File: src/rtl/shift_right_iter_32.sv
// Iterative right shifter: one bit position per clock under a start/done
// handshake. Supports logical (zero fill) and arithmetic (sign fill) shifts.
// Latency is shamt+1 cycles from the accepting edge to the done pulse.
module shift_right_iter_32 #(
  parameter int WIDTH   = 32,
  parameter int SHAMT_W = 5
) (
  input  logic               clk_i,
  input  logic               rst_i,
  input  logic               start_i,
  input  logic [WIDTH-1:0]   data_i,
  input  logic [SHAMT_W-1:0] shamt_i,
  input  logic               arith_i,
  output logic [WIDTH-1:0]   data_o,
  output logic               busy_o,
  output logic               done_o
);

  typedef enum logic [1:0] {
    IDLE  = 2'd0,
    SHIFT = 2'd1,
    DONE  = 2'd2
  } state_t;

  state_t             state_reg;
  logic [WIDTH-1:0]   data_reg;
  logic [SHAMT_W-1:0] count_reg;
  logic               arith_reg;

  logic               fill;
  logic [WIDTH-1:0]   shift_next;

  // The MSB stays put under an arithmetic shift, so it is always the original sign.
  assign fill = arith_reg ? data_reg[WIDTH-1] : 1'b0;

  // One-position right shift of the working register.
  generate
    for (genvar gi = 0; gi < WIDTH - 1; gi++) begin : g_shift
      assign shift_next[gi] = data_reg[gi+1];
    end
  endgenerate
  assign shift_next[WIDTH-1] = fill;

  // Control FSM and datapath registers; reset aborts any operation in flight.
  always_ff @(posedge clk_i) begin
    if (rst_i) begin
      state_reg <= IDLE;
      data_reg  <= '0;
      count_reg <= '0;
      arith_reg <= 1'b0;
    end else begin
      case (state_reg)
        IDLE: begin
          if (start_i) begin
            data_reg  <= data_i;
            count_reg <= shamt_i;
            arith_reg <= arith_i;
            state_reg <= (shamt_i != '0) ? SHIFT : DONE;
          end
        end
        SHIFT: begin
          data_reg  <= shift_next;
          count_reg <= count_reg - SHAMT_W'(1);
          if (count_reg == SHAMT_W'(1)) begin
            state_reg <= DONE;
          end
        end
        DONE: begin
          state_reg <= IDLE;
        end
        default: begin
          state_reg <= IDLE;
        end
      endcase
    end
  end

  // Outputs come straight from registers or state decode only.
  assign data_o = data_reg;
  assign busy_o = (state_reg != IDLE);
  assign done_o = (state_reg == DONE);

endmodule

File: config.mk
export PLATFORM = sky130hd
export DESIGN_NAME = shift_right_iter_32
export DESIGN_NICKNAME = d
export VERILOG_FILES = /design/src/rtl/shift_right_iter_32.sv
export SDC_FILE = /design/constraint.sdc
export NUM_CORES = 1
export LEC_CHECK = 0
export ABC_AREA = 0
export CELL_PAD_IN_SITES_DETAIL_PLACEMENT = 0
export CELL_PAD_IN_SITES_GLOBAL_PLACEMENT = 1
export CORE_ASPECT_RATIO = 1.25
export CORE_MARGIN = 4
export CORE_UTILIZATION = 33
export DETAILED_ROUTE_END_ITERATION = 10
export PLACE_DENSITY_LB_ADDON = 0.1
export SETUP_SLACK_MARGIN = 0.1
export SYNTH_ARGS = -nofsm -noshare
export SYNTH_HDL_FRONTEND = slang
export SYNTH_SLANG_ARGS = --single-unit
export TNS_END_PERCENT = 20
File: constraint.sdc
create_clock -name clk_i -period 2.04 [get_ports clk_i]
set_clock_uncertainty 0.15 [all_clocks]
set_input_delay 0.612 -clock clk_i [delete_from_list [all_inputs] [get_ports clk_i]]
set_output_delay 0.612 -clock clk_i [all_outputs]
set_load 0.01 [all_outputs]
==> reports/qor.yml <==
status: "finished, final reports clean"
leakagePower_nw: 1.18
slowest_delay_ns: 0.55
area_delta_synth_final_pct: 50.3
cts_htree_levels: 2
hp-class: "reg -> reg"
die_area_um2: 6980
fmax_mhz: 510
port_buffers: 74
globalplace.congestion: 0.786
largest_reg_flops: 32
first_iter_violations: 93
cts.sinks: 40
via_per_inst: 5.17
synth_nets: 277
initial_core_util_pct: 34.3
ff2ff_path_depth: 5
die_h_um: 92.4
grt_pass1_vias: 1799
drc_errors: 0
hold_depth: 2
grt_start_max_net_pins: 36
fin_nets: 350
ir_worst_vdd_v: 0.000499
ys_ff_latch: 40
finalSetupViolCount: 0
antenna_found_initial: 0
synth_top_area_cell: "dfxtp_1"
drive_above_1_share_pct: 8.47
synth_cells: 234
worstPathRequired_ns: 1.28
final_common_cell: "nand2_1"
wl_per_cell_um: 13.8
worstPathMaxFanout: 3
finalInstanceArea_um2: 2830
crit_type: "reg -> out"
cp_top_family: "buffers and inverters"
hold_slack_ns: 0.337
grt_pass1_wl_um: 8450
first_pass_iters: 4
fin_cells: 371
tightest_slew_ns: 0.428
end_kind: "output pin"
power_density_nw_per_um2: 752
r2r_slack_ns: 0.36
power.total_mw: 2.13
fin_crit_ns: 1.96
numCtsBuffers: 5
syn_area_per_cell_um2: 8.04
yosysSeqAreaShare_pct: 42.6
worst_slack_ns: 0.0805
r2r_start: "state_reg[1]"
crit_path_top_delay_cell: "clkdlybuf4s50_1"
synth_top_area_share_pct: 42.6
max_slew_margin_pct: 71.5
antennaDiodeCount: 0
dp_slack_ns: -0.0726
ys.warnings.count: 0
final_cell_mix: "nand2_1 (66), clkdlybuf4s50_1 (63), dfxtp_1 (40), nor2_1 (35), a311oi_1 (31)"
multi_input_area_um2: 941
die_w_um: 75.5
ioPinCount: 75
seqCellArea_um2: 801
core_um2: 5480
cp.depth: 1
cts_tree: "done"
vias: 1919
synth_cell_types: 35
fin_crit_sh_pct: 96.1
crit_chain: "clkdlybuf4s50_1"
ant_nets: 0
maxSlewViolCount: 0
place_hpwl_um: 3680
clk_path_buf_depth: 2
min_to: "data_o[18]"
placedCellCount: 364
cts_root_buffer: "clkbuf_8"
synthTopCellsByArea: "dfxtp_1 (43%), a311oi_1 (14%), nand2_1 (13%)"
grt_setup_unrepaired: "true"
grt_overflow: 0
track_usage_pct: 15.3
arrival_ns: 1.20
clk_latency_ns: 0.29
fillers: 544
holdBufCountCts: 0
wl_um: 5120
syn-cell-area_um2: 1880
cp-start-kind: "flop"
dpl_cell_area_um2: 2750
hold_path_startpoint: "data_o[19]"
drv_cap: 0
hold_viol: 0
path_buf_inv: 1
r2r-end: "data_o[22]"
cts_setup_buffers: 0
path_clk_slew_ns: 0.08
rows: 30
-- final cells by class --
class | instances | share of cell area, %
inverters | 3 | 0.398
clock buffers | 6 | 2.57
multi-input cells | 170 | 33.3
flip-flops and latches | 40 | 28.3
clock inverters | 1 | 0.177
repair buffers | 87 | 32.5
well taps | 64 | 2.83
-- cells in the mapped netlist --
library cell and count:
o31a_1 1, inv_1 3, o21ai_0 1, a31o_2 1
dfxtp_1 40, ha_1 2, a31oi_1 1, a311o_1 1
buf_4 3, o21ba_4 1, nand4_1 1, nor2_1 35
a21oi_1 6, clkbuf_1 4, nor2b_1 2, nand3b_1 2
buf_2 9, nand2_1 66, o211ai_1 1, nor3b_2 1
a311oi_1 31, a211oi_1 2, o21bai_1 1, nand3_1 1
o211a_1 1, or4_1 1, nor4_1 1, or2_2 1
a311oi_2 1, buf_6 4, nor3_1 3, buf_1 1
o41ai_1 1, or3b_2 1, nand2b_1 3
-- worst max-delay path by stage --
| stage | startpoint | to |
|---|---|---|
| floorplan | shamt_i[2] | state_reg[0] |
| global placement | start_i | data_o[27] |
| detailed placement | start_i | count_reg[4] |
| CTS | data_o[31] | data_o[31] |
| global route | data_o[9] | data_o[9] |
| finish | data_o[30] | data_o[30] |
-- report_power, final --
part           switching (mW)  internal (mW)
registers              0.0732          0.879
clock network           0.260          0.233
logic                   0.315          0.367
total                   0.648           1.48
-- timing repair --
item | 4_1_cts | 5_1_grt
endpoints found under the setup margin | 34 | 29
gates resized for setup | 6 | 5
pin swaps | 0 | 0
-- layer usage --
layer	share of wire (%)	track usage, %
met1	46	20.5
met4	1.5	5.25
met2	46	23.6
met5	0	0
met3	6.6	3.80
-- metrics by stage --
step                util (%)  setup TNS, ns
floorplan                  -              0
global placement        50.1         -0.409
finish                  51.6              0
global route            51.6              0
CTS                     51.4              0
detailed placement      50.1         -0.718
-- worst reg2reg max path, stage by stage (launching register included) --
cell	delay, ns
dfxtp_1	0.34
buf_4	0.15
nand2b_1	0.37
buf_4	0.25
nand2_1	0.07
a311oi_1	0.26
-- cell families after synthesis --
kind of cell	after synthesis	share of synthesized area, %
flip-flops	40	42.6
AND/OR/NAND/NOR	118	26.2
buffers and inverters	24	7.58
adder cells (fa/ha/maj)	2	1.33
AO/OA/AOI/OAI	50	22.3
No activity file was read; power rests on OpenSTA's default activity.
